==> config.mk <==
export PLATFORM = sky130hd
export DESIGN_NAME = rr_grant_arbiter_flat
export DESIGN_NICKNAME = d
export VERILOG_FILES = /design/src/rtl/rr_grant_arbiter_pkg.sv /design/src/rtl/rr_grant_arbiter_if.sv /design/src/rtl/rr_grant_arbiter_pick.sv /design/src/rtl/rr_grant_arbiter.sv /design/src/flat_wrapper.sv
export SDC_FILE = /design/constraint.sdc
export NUM_CORES = 1
export LEC_CHECK = 0
export CORE_MARGIN = 3
export CORE_UTILIZATION = 51
export CTS_CLUSTER_DIAMETER = 80
export CTS_CLUSTER_SIZE = 25
export DETAILED_ROUTE_END_ITERATION = 16
export PLACE_DENSITY_LB_ADDON = 0.3
export SETUP_SLACK_MARGIN = 0.05
export SYNTH_ARGS = -nofsm -noshare
export SYNTH_HDL_FRONTEND = slang
export SYNTH_SLANG_ARGS = --single-unit
==> constraint.sdc <==
create_clock -name clk -period 5.56 [get_ports clk]
set_clock_uncertainty 0.15 [all_clocks]
set_input_delay 1.39 -clock clk [delete_from_list [all_inputs] [get_ports clk]]
set_output_delay 1.39 -clock clk [all_outputs]
set_load 0.01 [all_outputs]
==> src/rtl/rr_grant_arbiter_pkg.sv <==
// Shared types for the round-robin grant arbiter.
// Holds the FSM state encoding used by the top and exposed on the debug port.
package arb_pkg;

  typedef enum logic [0:0] {
    ARB_IDLE  = 1'b0,
    ARB_GRANT = 1'b1
  } arb_state_e;

endpackage

==> src/rtl/rr_grant_arbiter_if.sv <==
// Port bundle between requesters and the round-robin grant arbiter.
// Carries requests, release and grant outputs, plus debug visibility of FSM state and pointer.
interface rr_grant_arbiter_if #(
  parameter int NUM_PORTS = 4
);
  import arb_pkg::*;

  localparam int IW = $clog2(NUM_PORTS);

  // Level protocol, not valid/ready: a requester holds its req_i bit until it
  // sees its gnt_o bit. The owner pulses release_i for one cycle to hand the
  // grant back. release_i is ignored while busy_o is low.
  logic [NUM_PORTS-1:0] req_i;
  logic                 release_i;
  logic [NUM_PORTS-1:0] gnt_o;
  logic [IW-1:0]        gnt_id_o;
  logic                 busy_o;
  logic                 preempt_o;
  arb_state_e           dbg_state_o;
  logic [IW-1:0]        dbg_ptr_o;

  modport master (
    output req_i, release_i,
    input  gnt_o, gnt_id_o, busy_o, preempt_o, dbg_state_o, dbg_ptr_o
  );

  modport slave (
    input  req_i, release_i,
    output gnt_o, gnt_id_o, busy_o, preempt_o, dbg_state_o, dbg_ptr_o
  );

endinterface

==> src/rtl/rr_grant_arbiter_pick.sv <==
// Combinational round-robin picker: the first set candidate at or above the
// pointer, wrapping around. It rotates by the pointer, priority-encodes, then rotates back.
module rr_pick #(
  parameter int N = 4
) (
  input  logic [N-1:0]         cand_i,
  input  logic [$clog2(N)-1:0] ptr_i,
  output logic [N-1:0]         onehot_o,
  output logic [$clog2(N)-1:0] idx_o,
  output logic                 valid_o
);
  localparam int IW = $clog2(N);

  logic [2*N-1:0] dbl;
  logic [N-1:0]   rot;
  logic [IW-1:0]  off;
  logic [IW:0]    sum;
  logic           found;

  always_comb begin
    dbl   = {cand_i, cand_i};
    rot   = N'(dbl >> ptr_i);
    off   = '0;
    found = 1'b0;
    for (int i = 0; i < N; i++) begin
      if (!found && rot[i]) begin
        off   = IW'(i);
        found = 1'b1;
      end
    end
    // Undo the rotation; N need not be a power of two, so wrap explicitly.
    sum = {1'b0, off} + {1'b0, ptr_i};
    if (sum >= (IW+1)'(N)) begin
      sum = sum - (IW+1)'(N);
    end
    valid_o  = |cand_i;
    idx_o    = valid_o ? sum[IW-1:0] : '0;
    onehot_o = valid_o ? (N'(1) << idx_o) : '0;
  end

endmodule

==> src/rtl/rr_grant_arbiter.sv <==
// Round-robin arbiter with a registered one-hot grant, which is held until release or hold timeout.
// It drives the select of a downstream one-hot mux, so the grant is always one-hot or zero.
module rr_grant_arbiter #(
  parameter int NUM_PORTS = 4,
  parameter int MAX_HOLD  = 8
) (
  input  logic               clk,
  input  logic               reset,
  rr_grant_arbiter_if.slave  arb
);
  import arb_pkg::*;

  localparam int IW = $clog2(NUM_PORTS);
  localparam int HW = $clog2(MAX_HOLD + 1);

  arb_state_e           state_q, state_d;
  logic [NUM_PORTS-1:0] gnt_q, gnt_d;
  logic [IW-1:0]        id_q, id_d;
  logic [IW-1:0]        ptr_q, ptr_d;
  logic [HW-1:0]        hold_q, hold_d;
  logic                 busy_q, busy_d;

  logic [NUM_PORTS-1:0] cand;
  logic [NUM_PORTS-1:0] others;
  logic [NUM_PORTS-1:0] win_oh;
  logic [IW-1:0]        win_idx;
  logic [IW-1:0]        ptr_next;
  logic                 win_valid;
  logic                 timeout;
  logic                 handover;
  logic                 preempt;

  rr_pick #(.N(NUM_PORTS)) u_pick (
    .cand_i   (cand),
    .ptr_i    (ptr_q),
    .onehot_o (win_oh),
    .idx_o    (win_idx),
    .valid_o  (win_valid)
  );

  assign ptr_next = (win_idx == IW'(NUM_PORTS - 1)) ? '0 : win_idx + 1'b1;

  always_comb begin
    state_d  = state_q;
    gnt_d    = gnt_q;
    id_d     = id_q;
    ptr_d    = ptr_q;
    hold_d   = hold_q;
    cand     = arb.req_i;
    handover = 1'b0;
    preempt  = 1'b0;
    others   = arb.req_i & ~gnt_q;
    timeout  = (hold_q == HW'(MAX_HOLD)) && (|others);

    case (state_q)
      ARB_IDLE: begin
        handover = 1'b1;
      end
      ARB_GRANT: begin
        // The pointer already sits past the owner, so a release makes the owner the lowest priority.
        if (arb.release_i) begin
          handover = 1'b1;
        end else if (timeout) begin
          preempt  = 1'b1;
          cand     = others;
          handover = 1'b1;
        end else if (hold_q != HW'(MAX_HOLD)) begin
          hold_d = hold_q + 1'b1;
        end
      end
      default: begin
        state_d = ARB_IDLE;
      end
    endcase

    if (handover) begin
      if (win_valid) begin
        gnt_d   = win_oh;
        id_d    = win_idx;
        ptr_d   = ptr_next;
        hold_d  = HW'(1);
        state_d = ARB_GRANT;
      end else begin
        gnt_d   = '0;
        id_d    = '0;
        hold_d  = '0;
        state_d = ARB_IDLE;
      end
    end

    busy_d = |gnt_d;
  end

  always_ff @(posedge clk) begin
    if (reset) begin
      state_q <= ARB_IDLE;
      gnt_q   <= '0;
      id_q    <= '0;
      ptr_q   <= '0;
      hold_q  <= '0;
      busy_q  <= 1'b0;
    end else begin
      state_q <= state_d;
      gnt_q   <= gnt_d;
      id_q    <= id_d;
      ptr_q   <= ptr_d;
      hold_q  <= hold_d;
      busy_q  <= busy_d;
    end
  end

  assign arb.gnt_o       = gnt_q;
  assign arb.gnt_id_o    = id_q;
  assign arb.busy_o      = busy_q;
  assign arb.preempt_o   = preempt && !reset;
  assign arb.dbg_state_o = state_q;
  assign arb.dbg_ptr_o   = ptr_q;

endmodule

==> src/flat_wrapper.sv <==
// flat-port wrapper written by rule: the top's interface ports become plain ports
module rr_grant_arbiter_flat import arb_pkg::*;
#(
  parameter int NUM_PORTS = 4,
  parameter int MAX_HOLD  = 8
)
  (clk, reset, arb_req_i, arb_release_i, arb_gnt_o, arb_gnt_id_o, arb_busy_o, arb_preempt_o, arb_dbg_state_o, arb_dbg_ptr_o);
  rr_grant_arbiter_if #(.NUM_PORTS(NUM_PORTS)) arb_i ();
  input  logic clk;
  input  logic reset;
  input wire logic [$bits(arb_i.req_i)-1:0] arb_req_i;
  input wire logic [$bits(arb_i.release_i)-1:0] arb_release_i;
  output wire logic [$bits(arb_i.gnt_o)-1:0] arb_gnt_o;
  output wire logic [$bits(arb_i.gnt_id_o)-1:0] arb_gnt_id_o;
  output wire logic [$bits(arb_i.busy_o)-1:0] arb_busy_o;
  output wire logic [$bits(arb_i.preempt_o)-1:0] arb_preempt_o;
  output wire logic [$bits(arb_i.dbg_state_o)-1:0] arb_dbg_state_o;
  output wire logic [$bits(arb_i.dbg_ptr_o)-1:0] arb_dbg_ptr_o;
  assign arb_i.req_i = arb_req_i;
  assign arb_i.release_i = arb_release_i;
  assign arb_gnt_o = arb_i.gnt_o;
  assign arb_gnt_id_o = arb_i.gnt_id_o;
  assign arb_busy_o = arb_i.busy_o;
  assign arb_preempt_o = arb_i.preempt_o;
  assign arb_dbg_state_o = arb_i.dbg_state_o;
  assign arb_dbg_ptr_o = arb_i.dbg_ptr_o;
  rr_grant_arbiter #(.NUM_PORTS(NUM_PORTS), .MAX_HOLD(MAX_HOLD)) u_core (.clk(clk), .reset(reset), .arb(arb_i));
endmodule
==> results of run 1 <==
sequential cells by signal, summed over array words and instances, names as in the netlist:
signal / count
u_core.arb.gnt_o: 4
u_core.hold_q: 4
u_core.arb.dbg_ptr_o: 2
u_core.arb.gnt_id_o: 2
u_core.arb.busy_o: 1
u_core.arb.dbg_state_o: 1
metal layers:
layer / vias to the layer above / wire [um] / global-route usage
met3: 2 / 112 / 0.0564
met2: 25 / 1060 / 0.293
met4: 0 / 12 / 0.0673
met1: 460 / 1050 / 0.237
met5: - / 0 / 0
li1: 486 / - / -
synth_stat cells, drive strengths merged:
cell,number
ha,7
and4,1
o21ai,6
nor3,5
a211o,3
a2111oi,1
xnor2,3
buf,3
clkbuf,3
and2,1
xor2,2
nor2b,4
mux2i,1
dfxtp,14
inv,4
and3b,1
nand4,2
a22oi,1
nand2,13
nand3,7
nor2,4
a311oi,1
a21oi,11
nand2b,1
a211oi,3
o211ai,3
nor4,1
o31ai,4
o311a,1
o41ai,2
o21a,4
and2b,1
a221oi,1
o211a,1
or4,1
worst paths after layout:
kind | startpoint | endpoint | slack, ps | cells past startpoint
worst max-delay path | arb_req_i[2] | u_core.arb.busy_o | 720 | 15
worst max register to register | u_core.hold_q[0] | u_core.arb.busy_o | 1810 | 16
worst min-delay path | u_core.arb.gnt_id_o[1] | u_core.arb.gnt_id_o[1] | 340 | 2
worst min register to register | u_core.arb.gnt_id_o[1] | u_core.arb.gnt_id_o[1] | 340 | 2
area by class of cell:
cell class	instances	area (um^2)
fillers	155	596
repair buffers	18	178
multi-input cells	97	679
well taps	25	31.3
flip-flops and latches	14	280
clock buffers	3	22.5
inverters	4	15.0
critical path, delay by kind of cell:
family | cells | cell delay [ps]
AOI/OAI and AO/OA | 6 | 1100
xor gates and xnor gates | 1 | 150
and+or+nand+nor | 5 | 1250
adders and majority gates | 2 | 460
buffers and inverters | 1 | 510
through the flow:
step,utilization,cells
after detailed placement,0.657,158
after global placement,0.657,158
final,0.669,161
after global routing,0.669,161
after floorplan,-,121
after CTS,0.669,161
cells by family (layout without fill, tap and decap cells):
family                   after synthesis  after routing  share of synthesized area
AO/OA/AOI/OAI                         42             42                      0.307
buffers and inverters                 10             25                     0.0460
AND/OR/NAND/NOR                       42             42                      0.228
XOR/XNOR                               5              5                     0.0435
adder cells (fa/ha/maj)                7              7                     0.0871
multiplexers                           1              1                    0.00995
flip-flops                            14             14                      0.279
report_power, final:
group | internal (W) | switching (W)
sequential | 0.000124 | 0.0000308
clock | 0.0000251 | 0.0000318
combinational | 0.000109 | 0.000113
==> metrics.log, run 1 <==
[metrics] most common cell after layout, fill and taps aside: clkdlybuf4s50_1
[metrics] antenna viol nets, final: 0
[metrics] power after layout: 0.000434 W
[metrics] first-pass GRT wire length: 3650 um
[metrics] accumulated negative setup slack: 0 ps
[metrics] min-delay worst type: register to register
[metrics] root buffer cell: clkbuf_4
[metrics] number of antenna violations at the first check in global routing: 0
[metrics] CTS sink cnt: 14
[metrics] final design instance area without fill: 1210 um^2
[metrics] port bufs: 17
[metrics] standard-cell rows: 15
[metrics] core area: 1800 um^2
[metrics] highest ir drop seen on vdd: 319 uV
[metrics] number of setup buffers added after CTS: 0
[metrics] via total after detailed routing: 973
[metrics] vias in the first global route: 849
[metrics] Synth Instances: 121
[metrics] Final Hold Violating Endpoints: 0
[metrics] Synth Net Count: 135
[metrics] remaining max-slew budget at the tightest pin: 0.636
[metrics] arrival time of the worst setup path: 4860 ps
[metrics] detailed-routing iteration count for the pre-antenna-repair pass: 4
[metrics] Worst path max stage delay: 530 ps
[metrics] Worst Setup Slack post-DPL: 492 ps
[metrics] area grow syn2layout: 19.9%
[metrics] H-tree level count: 1
[metrics] leakage dissipation: 0.455 nW
[metrics] layout cells sized above 1: 0.0956
[metrics] Area contributors post-synth: dfxtp_1 (28%), ha_1 (8.7%), a21oi_1 (5.0%)
[metrics] fmax: 0.207 GHz
[metrics] YS warnings: 0
[metrics] number of max-cap violations: 0
[metrics] Cell Chain, Critical Path: clkdlybuf4s50_1 -> nor2b_1 -> o31ai_1 -> o21ai_2 -> nor3_1 -> a311oi_1 -> o21ai_0 -> ha_1 -> xnor2_1 -> nor3_1 -> o21ai_0 -> ha_1 -> or4_1 -> nand3_1 -> a21oi_1
[metrics] number of pins with negative max-slew slack in the final report: 0
[metrics] proportion of netlist area held by the largest area contributor: 0.279
[metrics] minimum setup slack in the final design: 719 ps
[metrics] pin count of the biggest net entering global routing: 18
[metrics] CP startpoint kind: input port
[metrics] die area: 2540 um^2
[metrics] time the final worst path needs with I/O delays and setup: 4840 ps
[metrics] number of buffers inserted for hold repair after clock tree synthesis: 0
[metrics] Syn Std Cell Area: 1010 um^2
[metrics] die extent in x: 50.4 um
[metrics] routability congestion estimate: 0.881
[metrics] RSZ-0062 raised after global routing: false
[metrics] result of the run: finished clean
[metrics] post-route worst hold slack: 338 ps
[metrics] Detail Placement HPWL: 1680 um
[metrics] clock tree from TritonCTS: yes
[metrics] DRT iter0 DRCs: 19
[metrics] global-route usage over all layers: 0.186
[metrics] Area after DPL: 1180 um^2
[metrics] critical path fanouts, max: 8
[metrics] proportion of synthesized chip area in sequential cells: 0.279
[metrics] required time at the worst-slack endpoint: 5580 ps
[metrics] overflow left after global routing: 0
[metrics] final cycle utilization of the critical path: 0.871
[metrics] clock-pin transition on the worst setup and hold timing paths: 80 ps
[metrics] CP endpoint kind: register
[metrics] die extent in y: 50.4 um
[metrics] Clk Latency, worst-skew pair: 280 ps
[metrics] ant diodes: 0
[metrics] slowest stage cell on the critical path: or4_1
[metrics] Inserted Clock Buffers: 3
[metrics] most frequent cells in the layout: clkdlybuf4s50_1 (17), dfxtp_1 (14), nand2_1 (12), a21oi_1 (10)
[metrics] WL final: 2240 um
[metrics] distinct cell type count of the synthesized netlist: 45
[metrics] flop and latch count out of synthesis: 14
[metrics] post-cts repair resize count: 0
[metrics] count of pins on the block boundary: 18
[metrics] Longest Clk Path Bufs: 2
[metrics] cell type with the largest total area after synthesis: dfxtp_1
[metrics] Initial Utilization: 0.558
[metrics] actual slew at the worst max-slew pin: 538 ps
[metrics] post-DR vias/cell: 6.04
[metrics] worst setup path class: input port to register
[metrics] final count of negative-setup-slack endpoints: 0
[metrics] residual DRC count: 0
[metrics] power per cell area: 360 nW/um^2
[metrics] average instance area after synthesis: 8.31 um^2
[metrics] number of nets in the layout: 152
[metrics] Routed wire per std cell: 13.9 um
Power figures use the tool's default switching activity.
==> run 2, diff against run 1 <==
--- a/config.mk
+++ b/config.mk
@@ -5,8 +5,9 @@
 export SDC_FILE = /design/constraint.sdc
 export NUM_CORES = 1
 export LEC_CHECK = 0
+export ABC_AREA = 1
 export CORE_MARGIN = 3
-export CORE_UTILIZATION = 51
+export CORE_UTILIZATION = 50
 export CTS_CLUSTER_DIAMETER = 80
 export CTS_CLUSTER_SIZE = 25
 export DETAILED_ROUTE_END_ITERATION = 16
==> metrics.log, run 2 <==
[metrics] Worst Reg2Reg Path Length in Cells: 21
[metrics] CP endpoint kind: output port
[metrics] Final Hold Violating Endpoints: 0
[metrics] post-cts repair resize count: 0
[metrics] actual slew at the worst max-slew pin: 478 ps
[metrics] proportion of synthesized chip area in sequential cells: 0.298
[metrics] first-pass GRT wire length: 3430 um
[metrics] ant diodes: 0
[metrics] pin count of the biggest net entering global routing: 14
[metrics] area grow syn2layout: 23.4%
[metrics] met3 Use GR: 0.0336
[metrics] flop and latch count out of synthesis: 14
[metrics] vias in the first global route: 875
[metrics] flip-flop cell with the highest count after synthesis: dfxtp_1
[metrics] highest ir drop seen on vdd: 257 uV
[metrics] Clk Latency, worst-skew pair: 280 ps
[metrics] standard-cell rows: 15
[metrics] accumulated negative setup slack: 0 ps
[metrics] clock-pin transition on the worst setup and hold timing paths: 80 ps
[metrics] global route hottest layer: met2
[metrics] worst setup path class: input port to output port
[metrics] antenna viol nets, final: 0
[metrics] arrival time of the worst setup path: 2970 ps
[metrics] CP startpoint kind: input port
[metrics] CTS sink cnt: 14
[metrics] remaining max-slew budget at the tightest pin: 0.681
[metrics] proportion of netlist area held by the largest area contributor: 0.298
[metrics] number of buffers inserted for hold repair after clock tree synthesis: 0
[metrics] Inserted Clock Buffers: 3
[metrics] count of pins on the block boundary: 18
[metrics] worst reg2reg path endpoint: u_core.arb.busy_o
[metrics] post-route worst hold slack: 309 ps
[metrics] cell with the most instances after synthesis: nand2_1
[metrics] most frequent cells in the layout: nand2_1 (42), inv_1 (19), nand3_1 (18), clkdlybuf4s50_1 (17), dfxtp_1 (14)
[metrics] Area contributors post-synth: dfxtp_1 (30%), nand2_1 (17%), nand3_1 (9.6%)
[metrics] power per cell area: 443 nW/um^2
[metrics] critical path fanouts, max: 7
[metrics] number of max-cap violations: 0
[metrics] met1 routing resource usage after global routing: 0.214
[metrics] global-route usage over all layers: 0.176
[metrics] critical path launch point: arb_req_i[3]
[metrics] final count of negative-setup-slack endpoints: 0
[metrics] overflow left after global routing: 0
[metrics] clock tree from TritonCTS: yes
[metrics] Routed wire per std cell: 10.9 um
[metrics] number of nets in the layout: 176
[metrics] routability congestion estimate: 0.806
[metrics] die extent in y: 49.4 um
[metrics] Initial Utilization: 0.539
[metrics] WL final: 2010 um
[metrics] worst reg2reg setup slack: 2420 ps
[metrics] r2r startpoint: u_core.hold_q[0]
[metrics] required time at the worst-slack endpoint: 4020 ps
[metrics] most common cell after layout, fill and taps aside: nand2_1
[metrics] number of antenna violations at the first check in global routing: 0
[metrics] post-DR vias/cell: 4.91
[metrics] leakage dissipation: 0.559 nW
[metrics] root buffer cell: clkbuf_4
[metrics] YS warnings: 0
[metrics] Synth Instances: 141
[metrics] final cycle utilization of the critical path: 0.811
[metrics] Synth Net Count: 155
[metrics] die extent in x: 49.4 um
[metrics] Longest Clk Path Bufs: 2
[metrics] distinct cell type count of the synthesized netlist: 21
[metrics] power after layout: 0.000514 W
[metrics] cell type with the largest total area after synthesis: dfxtp_1
[metrics] port bufs: 17
[metrics] Syn Std Cell Area: 941 um^2
[metrics] number of pins with negative max-slew slack in the final report: 0
[metrics] Detail Placement HPWL: 1560 um
[metrics] RSZ-0062 raised after global routing: false
[metrics] final core utilization: 0.665
[metrics] met2 Resource Use GR: 0.308
[metrics] number of setup buffers added after CTS: 0
[metrics] H-tree level count: 1
[metrics] average instance area after synthesis: 6.67 um^2
[metrics] residual DRC count: 0
[metrics] most instantiated cells after synthesis: nand2_1 (42), inv_1 (19), nand3_1 (18)
[metrics] min-delay worst type: register to register
[metrics] CP endpoint: arb_preempt_o
[metrics] DRT iter0 DRCs: 30
[metrics] die area: 2440 um^2
[metrics] Worst Hold Path Cells: 2
[metrics] result of the run: finished clean
[metrics] via total after detailed routing: 909
[metrics] number of flops mapped to enable cells by yosys: 0
[metrics] time the final worst path needs with I/O delays and setup: 4510 ps
[metrics] fraction of registers with async set/reset: 0
[metrics] core area: 1750 um^2
[metrics] detailed-routing iteration count for the pre-antenna-repair pass: 5
[metrics] fmax: 0.222 GHz
[metrics] layout cells sized above 1: 0.0813
## run 2: changes by cell type after synthesis, sizes merged, moves of 4 or more
cell	previous run	this run
nor2b	4	0
nor3	5	1
nor2	4	15
nand3	7	20
o21a	4	0
nand2	13	45
inv	4	19
a21oi	11	5
## run 2: where the power goes
group | switching, W | leakage [nW] | internal, W | total, W
Combinational | 0.000174 | 0.430 | 0.000131 | 0.000305
Clock | 0.0000326 | 0.0138 | 0.0000252 | 0.0000578
Sequential | 0.0000224 | 0.115 | 0.000129 | 0.000151
Total | 0.000229 | 0.559 | 0.000285 | 0.000514
## run 2: metal layers
metal	routed length [um]	part of all wire	vias to the layer above
li1	-	-	488
met1	961	0.48	395
met4	30	0.015	0
met2	935	0.47	22
met3	83	0.041	4
met5	0	0	-
## run 2: cells by family (layout without fill, tap and decap cells)
logic type	after synthesis	after routing	synth area share
AOI/OAI and AO/OA	15	15	0.101
xor gates and xnor gates	4	4	0.0372
adders and majority gates	7	7	0.0931
buffers and inverters	20	39	0.0798
DFF	14	14	0.298
and+or+nand+nor	81	81	0.391
## run 2: worst max-delay path: stages
cell	delay, ps
clkdlybuf4s50_1	510
nand2_1	110
nand2_1	70
inv_1	40
nand2_2	80
nand3_4	100
nor2_1	110
clkdlybuf4s50_1	550
## run 2: stage by stage
step / instances / area [um^2] / setup WS [ps]
floorplan: 141 / 941 / 1920
global placement: 182 / 1140 / 1090
detailed placement: 182 / 1140 / 1080
CTS: 185 / 1160 / 1060
global route: 185 / 1160 / 1000
finish: 185 / 1160 / 1050
## run 2: area by class of cell
type                            instances  area, um^2
Multi-Input combinational cell        107         586
Tap cell                               25        31.3
Fill cell                             174         584
Inverter                               19        71.3
Timing Repair Buffer                   17         170
Sequential cell                        14         280
Clock buffer                            3        22.5
## run 2: worst min path at each step
stage | from | endpoint | slack, ps
2_1_floorplan | u_core.arb.gnt_id_o[1] | u_core.arb.gnt_id_o[1] | 320
3_3_place_gp | u_core.arb.gnt_id_o[1] | u_core.arb.gnt_id_o[1] | 300
3_5_place_dp | u_core.arb.gnt_id_o[0] | u_core.arb.gnt_id_o[0] | 300
4_1_cts | u_core.arb.gnt_id_o[1] | u_core.arb.gnt_id_o[1] | 320
5_1_grt | u_core.arb.gnt_id_o[1] | u_core.arb.gnt_id_o[1] | 350
6_report | u_core.arb.gnt_id_o[1] | u_core.arb.gnt_id_o[1] | 310
